File: config.mk
export PLATFORM = sky130hd
export DESIGN_NAME = buffer_page_writer
export DESIGN_NICKNAME = d
export VERILOG_FILES = /design/src/rtl/buffer_page_writer.sv
export SDC_FILE = /design/constraint.sdc
export NUM_CORES = 1
export LEC_CHECK = 0
export ABC_AREA = 1
export CAP_MARGIN = 20
export CORE_ASPECT_RATIO = 0.8
export CORE_UTILIZATION = 60
export DETAILED_ROUTE_END_ITERATION = 7
export GPL_TIMING_DRIVEN = 0
export PLACE_DENSITY = 0.82
export SYNTH_ARGS = -nofsm -noshare
export SYNTH_HDL_FRONTEND = slang
export SYNTH_SLANG_ARGS = --single-unit
File: constraint.sdc
create_clock -name MCLK -period 4.1 [get_ports MCLK]
set_input_delay 1.025 -clock MCLK [delete_from_list [all_inputs] [get_ports MCLK]]
set_output_delay 1.025 -clock MCLK [all_outputs]
set_load 0.05 [all_outputs]
File: src/rtl/buffer_page_writer.sv
// buffer_page_writer: unpacks source bytes MSB-first into single-bit
// outbuffer writes for a bootloader region or a user page.
//
// Ports:
//   MCLK, nRESET         clock, async active-low reset
//   BITWIDTH4            4-bit mode (doubles start address and bit total)
//   LOADSTART, LOADTYPE  load request and region select (0 boot, 1 user)
//   LOADABORT            synchronous abort of a running load
//   BYTEDATA, BYTEVALID  source byte and its valid flag
//   BYTEREADY            block accepts a byte this cycle
//   nOUTBUFWRCLKEN       outbuffer write strobe, active-low
//   OUTBUFWRADDR/DATA    outbuffer write address and bit
//   LOADBUSY, LOADDONE   load in progress / one-cycle completion pulse
module buffer_page_writer #(
    parameter int BOOT_BITS = 3854,
    parameter int USER_BASE = 14336,
    parameter int USER_BITS = 1168
) (
    input  logic        MCLK,
    input  logic        nRESET,
    input  logic        BITWIDTH4,
    input  logic        LOADSTART,
    input  logic        LOADTYPE,
    input  logic        LOADABORT,
    input  logic [7:0]  BYTEDATA,
    input  logic        BYTEVALID,
    output logic        BYTEREADY,
    output logic        nOUTBUFWRCLKEN,
    output logic [14:0] OUTBUFWRADDR,
    output logic        OUTBUFWRDATA,
    output logic        LOADBUSY,
    output logic        LOADDONE
);

    typedef enum logic [1:0] {
        IDLE,
        WAIT_BYTE,
        SHIFT,
        DONE
    } state_t;

    localparam logic [14:0] USER_ADDR = 15'(USER_BASE);
    localparam logic [15:0] BOOT_TOT  = 16'(BOOT_BITS);
    localparam logic [15:0] USER_TOT  = 16'(USER_BITS);

    state_t      state;
    state_t      state_nx;
    logic [14:0] addr_q;
    logic [14:0] addr_nx;
    logic [15:0] cnt_q;
    logic [15:0] cnt_nx;
    logic [15:0] total_q;
    logic [15:0] total_nx;
    logic [7:0]  sh_q;
    logic [7:0]  sh_nx;
    logic [2:0]  idx_q;
    logic [2:0]  idx_nx;
    logic        wr_n_nx;
    logic [14:0] wr_addr_nx;
    logic        wr_data_nx;
    logic        emit;
    logic [7:0]  src;
    logic [14:0] base;
    logic [15:0] tot;

    always_comb begin
        state_nx   = state;
        addr_nx    = addr_q;
        cnt_nx     = cnt_q;
        total_nx   = total_q;
        sh_nx      = sh_q;
        idx_nx     = idx_q;
        wr_n_nx    = 1'b1;
        wr_addr_nx = OUTBUFWRADDR;
        wr_data_nx = OUTBUFWRDATA;
        emit       = 1'b0;
        src        = sh_q;
        base       = LOADTYPE ? USER_ADDR : 15'd0;
        tot        = LOADTYPE ? USER_TOT : BOOT_TOT;

        unique case (state)
            IDLE: begin
                if (LOADSTART) begin
                    state_nx = WAIT_BYTE;
                    addr_nx  = BITWIDTH4 ? (base << 1) : base;
                    total_nx = BITWIDTH4 ? (tot << 1) : tot;
                    cnt_nx   = 16'd0;
                    idx_nx   = 3'd0;
                    sh_nx    = 8'd0;
                end
            end
            WAIT_BYTE: begin
                if (BYTEVALID && BYTEREADY) begin
                    src      = BYTEDATA;
                    emit     = 1'b1;
                    state_nx = SHIFT;
                end
            end
            SHIFT: begin
                // The strobe for the bit scheduled last cycle is on the
                // outputs now; decide what follows it.
                if (cnt_q == total_q) begin
                    state_nx = DONE;
                end else if (idx_q == 3'd0) begin
                    state_nx = WAIT_BYTE;
                end else begin
                    emit = 1'b1;
                end
            end
            DONE: begin
                state_nx = IDLE;
            end
            default: begin
                state_nx = IDLE;
            end
        endcase

        if (emit) begin
            wr_n_nx    = 1'b0;
            wr_addr_nx = addr_q;
            wr_data_nx = src[7];
            sh_nx      = {src[6:0], 1'b0};
            addr_nx    = addr_q + 15'd1;
            cnt_nx     = cnt_q + 16'd1;
            idx_nx     = idx_q + 3'd1;
        end

        if (LOADABORT && state != IDLE) begin
            state_nx   = IDLE;
            wr_n_nx    = 1'b1;
            wr_addr_nx = OUTBUFWRADDR;
            wr_data_nx = OUTBUFWRDATA;
        end
    end

    always_ff @(posedge MCLK or negedge nRESET) begin
        if (!nRESET) begin
            state          <= IDLE;
            addr_q         <= 15'd0;
            cnt_q          <= 16'd0;
            total_q        <= 16'd0;
            sh_q           <= 8'd0;
            idx_q          <= 3'd0;
            nOUTBUFWRCLKEN <= 1'b1;
            OUTBUFWRADDR   <= 15'd0;
            OUTBUFWRDATA   <= 1'b0;
            BYTEREADY      <= 1'b0;
            LOADBUSY       <= 1'b0;
            LOADDONE       <= 1'b0;
        end else begin
            state          <= state_nx;
            addr_q         <= addr_nx;
            cnt_q          <= cnt_nx;
            total_q        <= total_nx;
            sh_q           <= sh_nx;
            idx_q          <= idx_nx;
            nOUTBUFWRCLKEN <= wr_n_nx;
            OUTBUFWRADDR   <= wr_addr_nx;
            OUTBUFWRDATA   <= wr_data_nx;
            BYTEREADY      <= (state_nx == WAIT_BYTE);
            LOADBUSY       <= (state_nx != IDLE);
            LOADDONE       <= (state_nx == DONE);
        end
    end

endmodule

Word-level counts from Yosys, hierarchy flattened --
Cells that the tools add are included.
Operators by class: mux-type cells 30, equality and inequality tests 6, reductions and logical operators 11, add/sub/neg operators 3, bitwise operators 1
Operators with widths (number):
- 15-bit two-way mux | 4
- 16-bit two-way mux | 3
- 8-bit two-way mux | 5
- 16-bit by 1-bit adder with 16-bit output (second input constant) | 1
- 16-bit == test | 1
- 15-bit by 1-bit adder with 15-bit output (second input constant) | 1
- 14-bit two-way mux | 1
- 13-bit two-way mux | 1
- 12-bit two-way mux | 1
- 2-bit two-way mux | 5
- 3-bit two-way mux | 3
- 2-bit one-hot mux with 4 select lines | 1
- 2-bit nonzero test | 4
- 2-bit == test (second input constant) | 3
- 2-bit AND reduction | 3
- 1-bit two-way mux | 5
- 2-bit by 1-bit == test with 1-bit output (second input constant) | 2
- 3-bit by 1-bit adder with 3-bit output (second input constant) | 1
- 3-bit logical NOT | 1
- 1-bit logical AND | 2
- 2-bit logical NOT | 1
- 1-bit one-hot mux with 2 select lines | 1
- 1-bit inverter | 1
Word-level totals: bits of input ports 15, register bits 80, logic and storage cells 63

Depth between registers and ports, before layout --
Gate-level depths: netlist of the first run.
depth in word-level cells 6, depth in mapped cells 14, mapped depth without buffers 12

Worst setup path after synthesis of the first run --
Ideal clock, no wire load.
kind input-to-reg, start input port BYTEVALID, end register OUTBUFWRADDR[10], setup time 0.119 ns, arrival 1.861 ns, cell stages on the path 8, buffers on the path 1, data required time 3.981 ns, slack 2.120 ns, cell sequence nand2_1 -> nor2_1 -> nand2_1 -> nand2_4 -> nand2_4 -> buf_6 -> nand2_1 -> nand2_1
Between the ends: cells in the longest elaborated chain, start to end 4
Ends and longest elaborated chain:
- start, declared | line 26 | input logic BYTEVALID,
- 1-bit logical AND | line 93 | if (BYTEVALID && BYTEREADY) begin
- 1-bit two-way mux | line 93
- 1-bit one-hot mux with 2 select lines | line 81 | unique case (state)
- 2-bit AND reduction (no line)
- end signal, assigned | line 158 | OUTBUFWRADDR <= wr_addr_nx;
- end, declared | line 29 | output logic [14:0] OUTBUFWRADDR,
No other way between the ends. A chain may end at the register's enable or synchronous reset.

Worst setup path after layout of the first run --
start register nOUTBUFWRCLKEN, end output port nOUTBUFWRCLKEN
RTL lines:
- start, declared | line 28 | output logic nOUTBUFWRCLKEN,
- start signal, assigned | line 157 | nOUTBUFWRCLKEN <= wr_n_nx;
No word-level cell between the ends.

==> results of run 1 <==
-- path summary, 6_finish.rpt --
kind / startpoint / to / slack, ns / cells after the start
max reg2reg: state[1] / addr_q[10] / 2.01 / 7
min: OUTBUFWRADDR[9] / OUTBUFWRADDR[9] / 0.47 / 2
max in group asynchronous: nRESET / addr_q[2] / 2.72 / 1
min reg2reg: OUTBUFWRADDR[9] / OUTBUFWRADDR[9] / 0.47 / 2
max: nOUTBUFWRCLKEN / nOUTBUFWRCLKEN / 1.42 / 1
min in group asynchronous: nRESET / total_q[8] / 0.78 / 1
-- final cells by class --
cell class | instances | area share
repair buffers | 34 | 0.0727
well taps | 84 | 0.0226
flip-flops and latches | 72 | 0.388
clock buffers | 12 | 0.0334
plain buffers | 23 | 0.0237
inverters | 47 | 0.0379
multi-input cells | 375 | 0.406
clock inverters | 4 | 0.0164
-- power by group through the flow --
stage | Sequential (mW) | Combinational, mW | Clock [mW]
floorplan | 1.14 | 0.433 | 0
global placement | 0.963 | 0.854 | 0
detailed placement | 0.967 | 0.879 | 0
CTS | 0.953 | 0.884 | 0.655
global route | 0.973 | 0.989 | 0.682
finish | 0.956 | 0.888 | 0.653
-- placed cells by master, fill, tap and decap left out, types with 2 or more instances in the layout --
cell,netlist,layout
nand2_1,177,177
dfrtp_1,71,71
nand3_1,48,48
nand4_1,46,46
inv_1,44,44
clkdlybuf4s50_1,0,33
nor2_1,23,23
o21ai_0,16,16
ha_1,13,13
clkbuf_1,10,11
clkbuf_8,0,11
xor2_1,10,10
o21ai_1,10,10
buf_2,9,9
nor3_1,9,9
xnor2_1,5,5
a21oi_1,3,3
or2_2,3,3
inv_2,2,2
nand2_4,2,2
o21bai_1,2,2
buf_4,1,2
bufinv_16,0,2
-- flip-flops by register name, indices dropped and copies added (netlist names), 2 cells and up --
register      flops
cnt_q            16
OUTBUFWRADDR     15
addr_q           15
total_q           9
sh_q              7
idx_q             3
state             2
-- metal layers --
| metal | vias up | part of all wire | track usage |
|---|---|---|---|
| li1 | 1787 | - | - |
| met1 | 1738 | 0.44 | 0.408 |
| met2 | 182 | 0.45 | 0.467 |
| met3 | 15 | 0.093 | 0.0869 |
| met4 | 0 | 0.014 | 0.0940 |
| met5 | - | 0 | 0 |
-- stage by stage --
stage / cells / power [mW] / setup slack [ns] / util
final: 651 / 2.50 / 1.42 / 0.725
after global routing: 651 / 2.64 / 1.38 / 0.725
after CTS: 651 / 2.49 / 1.41 / 0.725
after detailed placement: 635 / 1.85 / 1.28 / 0.689
after global placement: 635 / 1.82 / -0.470 / 0.690
after floorplan: 517 / 1.57 / 2.12 / -
-- cells in the mapped netlist, types with 2 or more instances --
| library cell | number | area (sq um) |
|---|---|---|
| or2_2 | 3 | 18.8 |
| inv_1 | 44 | 165 |
| nand2_4 | 2 | 22.5 |
| dfrtp_1 | 71 | 1780 |
| a21oi_1 | 3 | 15.0 |
| ha_1 | 13 | 163 |
| o21ai_1 | 10 | 50.1 |
| nand3_1 | 48 | 240 |
| nand4_1 | 46 | 288 |
| nor3_1 | 9 | 45.0 |
| xnor2_1 | 5 | 43.8 |
| o21ai_0 | 16 | 80.1 |
| o21bai_1 | 2 | 15.0 |
| nor2_1 | 23 | 86.3 |
| clkbuf_1 | 10 | 37.5 |
| nand2_1 | 177 | 664 |
| xor2_1 | 10 | 87.6 |
| buf_2 | 9 | 45.0 |
| inv_2 | 2 | 7.51 |
-- logic make-up (layout without fill, tap and decap cells) --
kind of cell	count (synthesis)	count (layout)	synth area share
AO/OA/AOI/OAI	34	34	0.0463
XOR/XNOR	15	15	0.0330
adder cells (fa/ha/maj)	13	13	0.0409
buffers and inverters	70	120	0.0721
flip-flops	72	72	0.454
AND/OR/NAND/NOR	313	313	0.354
==> out/qor.txt, run 1 <==
run status -> finished, final reports clean
VDD IR max -> 0.000390 V
Hold-fix buffers, CTS -> 0
element type at the critical path end -> output port
area of the multi-input gates -> 1890 sq um
I/O pin cnt -> 35
Fillers -> 502
synth unique cells -> 33
max_slew headroom -> 0.397
Min Hold Slack -> 0.469 ns
CTS tree -> done
IO buf count -> 34
vias per cell -> 5.72
vias in the first global route -> 3464
Routed Wire Length -> 9.52 mm
Final min period -> 2.68 ns
Cell Area, Synth -> 3980 sq um
first-pass GRT wire length -> 16.0 mm
cell row count -> 26
Final Setup Violations -> 0
top_reg_cell synth -> dfrtp_1
crit-path cells -> clkdlybuf4s50_1
leakage -> 2.31 nW
gr usage total -> 0.299
final period utilization -> 0.654
Post-synth EDFFs -> 0
Post-Synthesis Net Count -> 545
Internal -> 1.51 mW
Flop pwr share -> 0.383
max cap viols -> 0
Starting DRT DRC Count -> 340
Slew @ Worst Pin -> 0.904 ns
sequential fraction of the synthesis area -> 0.454
via count -> 3722
Synth-to-Final Area Change -> 17.0%
slowest cell delay on critical path -> 0.79 ns
Clock Latency Late Sink -> 0.36 ns
final slew viol count -> 0
clk buf depth -> 2
drt pass-1 iters -> 7
CP required -> 3.07 ns
Critical Path Fanout Max -> 1
layout cells sized above 1 -> 0.0688
CP Buf/Inv Count -> 1
Seq cells post-synth -> 72
Critical-path top delay cell -> clkdlybuf4s50_1
die area -> 6960 sq um
gr ovfl total -> 0
power share of the clock group -> 0.262
Num CTS Buffers -> 9
Setup crit start kind -> flop
Synth warnings -> 0
detailed-route DRC error count -> 0
post-CTS setup buffers -> 0
CP arrival -> 1.66 ns
Post-Synthesis Mean Instance Area -> 7.69 sq um
DP HPWL -> 6.62 mm
maximum clock frequency -> 373 MHz
ant diodes -> 0
Syn Inst Count -> 517
GP Congestion -> 0.948
ANT nets after route -> 0
core footprint -> 6410 sq um
chip width -> 93 um
Starting Density -> 0.620
Avg WL per Cell -> 14.6 um
part of the power in combinational logic -> 0.356
Post-DP Area -> 4420 sq um
min-delay worst type -> reg2reg
Sw Ratio -> 0.394
Final Hold Viols -> 0
Power Dens Cells -> 537 nW/um^2
post-CTS resize count -> 0
nets -> 590
P_sw -> 0.983 mW
CP Class -> reg2out
Setup TNS Final -> 0 ns
asr flop ratio synth -> 1.00
H-tree depth -> 3
CP delay by family, top -> buffers and inverters
clock-pin slew on the worst setup and hold paths -> 0.07 ns
initial antenna violation count -> 0
Clock Tree Root -> clkbuf_8
design area -> 4650 sq um
Register Area -> 1800 sq um
worst clock skew -> 0.00762 ns
largest net degree at the start of global routing -> 73
clock sinks -> 72
unrepaired setup endpoints after global routing -> false
Die Ht -> 74.8 um
Note: power is estimated with default switching activity, not from simulation.
==> run 2, diff against run 1 <==
CORE_UTILIZATION = 52   (was 60)
PLACE_DENSITY = 0.76   (was 0.82)
clock period = 2.3 ns   (was 4.1 ns; I/O delays follow)
==> run 2 against run 1 <==
- combinational power grew 78%
- first-iteration DRC count shrank 7.9%
- power grew 79%
- largest power group unchanged
- critical path depth is the same
- setup slack lost 1.4 ns
- die area grew 15%
- worst hold slack lost 0.25 ns
- count of clock-buffer cells in the layout shrank 2
- non-clock buffer count grew 1
- largest cell class unchanged
==> out/qor.txt, run 2 (synthesis results as in run 1) <==
crit-path cells -> clkdlybuf4s50_1
Total Power -> 4.48 mW
vias per cell -> 5.39
final period utilization -> 0.971
clk buf depth -> 2
unrepaired setup endpoints after global routing -> false
metal3 WL -> 626 um
CTS tree -> done
nets -> 591
post-CTS setup buffers -> 0
IO buf count -> 34
first-pass GRT wire length -> 16.0 mm
largest net degree at the start of global routing -> 73
cell row count -> 28
Final Setup Violations -> 0
vias in the first global route -> 3315
Critical Path Source -> nOUTBUFWRCLKEN
slowest cell delay on critical path -> 0.79 ns
I/O pin cnt -> 35
GP Congestion -> 0.916
Avg WL per Cell -> 13.9 um
run status -> finished, final reports clean
detailed-route DRC error count -> 0
commonest cells after routing, fill and taps aside -> nand2_1, dfrtp_1, nand3_1, nand4_1, inv_1
worst clock skew -> 0.00584 ns
max_slew headroom -> 0.638
CP delay by family, top -> buffers and inverters
area of the multi-input gates -> 1890 sq um
DP HPWL -> 6.58 mm
via count -> 3627
core footprint -> 7390 sq um
Power Dens Cells -> 952 nW/um^2
clock sinks -> 72
Clock Tree Root -> clkbuf_8
Largest regs -> cnt_q: 16 flops, OUTBUFWRADDR: 15 flops, addr_q: 15 flops
Fillers -> 647
r2r endpoint -> addr_q[7]
Synth-to-Final Area Change -> 18.4%
Setup crit start kind -> flop
Slew @ Worst Pin -> 0.543 ns
Min Hold Slack -> 0.221 ns
gr ovfl total -> 0
CP arrival -> 1.66 ns
min-delay worst type -> in2async
initial antenna violation count -> 0
max cap viols -> 0
element type at the critical path end -> output port
Critical Path Fanout Max -> 1
CP Buf/Inv Count -> 1
layout cells sized above 1 -> 0.0704
CP required -> 1.73 ns
WP depth -> 1
Critical-path top delay cell -> clkdlybuf4s50_1
Reg2Reg Depth -> 7
final slew viol count -> 0
Starting DRT DRC Count -> 313
Hold-fix buffers, CTS -> 0
drt pass-1 iters -> 7
Final min period -> 2.23 ns
CP Class -> reg2out
H-tree depth -> 3
most common cell after layout, fill and taps aside -> nand2_1
Die Ht -> 80.2 um
Clock Latency Late Sink -> 0.35 ns
post-CTS resize count -> 0
die area -> 8000 sq um
FF-to-FF setup slack -> 0.15 ns
gr usage total -> 0.257
clock-pin slew on the worst setup and hold paths -> 0.08 ns
leakage -> 2.33 nW
Starting Density -> 0.538
Routed Wire Length -> 9.39 mm
met1 wire length -> 4.52 mm
chip width -> 99.8 um
VDD IR max -> 0.000497 V
ant diodes -> 0
met2 WL -> 4.11 mm
worst r2r src -> state[1]
Biggest register -> cnt_q
max layer used -> met4
Register Area -> 1800 sq um
Final Hold Viols -> 0
ANT nets after route -> 0
Num CTS Buffers -> 9
maximum clock frequency -> 448 MHz
max reg flops -> 16
## run 2: cell type report
type | instances | share of cell area
Clock buffer | 10 | 0.0271
Buffer | 23 | 0.0234
Clock inverter | 6 | 0.0229
Multi-Input combinational cell | 375 | 0.401
Sequential cell | 72 | 0.383
Inverter | 47 | 0.0375
Timing Repair Buffer | 35 | 0.0776
Tap cell | 105 | 0.0279
## run 2: per-layer routing
layer	up-vias	track usage
met4	0	0.0794
met3	22	0.0688
met1	1657	0.358
li1	1790	-
met5	-	0
met2	158	0.390
## run 2: per-stage QoR
| step | utilization | setup WS [ns] | setup TNS (ns) | area, sq um | std cells |
|---|---|---|---|---|---|
| 2_1_floorplan | - | 0.671 | 0 | 3980 | 517 |
| 3_3_place_gp | 0.602 | -1.84 | -131.92 | 4450 | 656 |
| 3_5_place_dp | 0.605 | -0.0702 | -0.646 | 4470 | 657 |
| 4_1_cts | 0.637 | 0.0488 | 0 | 4710 | 673 |
| 5_1_grt | 0.637 | 0.00555 | 0 | 4710 | 673 |
| 6_report | 0.637 | 0.0656 | 0 | 4710 | 673 |
## run 2: worst max-delay path by stage
| stage | endpoint | slack [ns] |
|---|---|---|
| final | nOUTBUFWRCLKEN | 0.07 |
| after global routing | cnt_q[1] | 0.006 |
| after CTS | nOUTBUFWRCLKEN | 0.05 |
| after detailed placement | addr_q[9] | -0.07 |
| after global placement | BYTEREADY | -1.84 |
| after floorplan | OUTBUFWRADDR[10] | 0.67 |
## run 2: power by group
| group | total, mW | internal [mW] | switching, mW |
|---|---|---|---|
| clock | 1.19 | 0.717 | 0.478 |
| sequential | 1.71 | 1.52 | 0.187 |
| combinational | 1.58 | 0.511 | 1.07 |
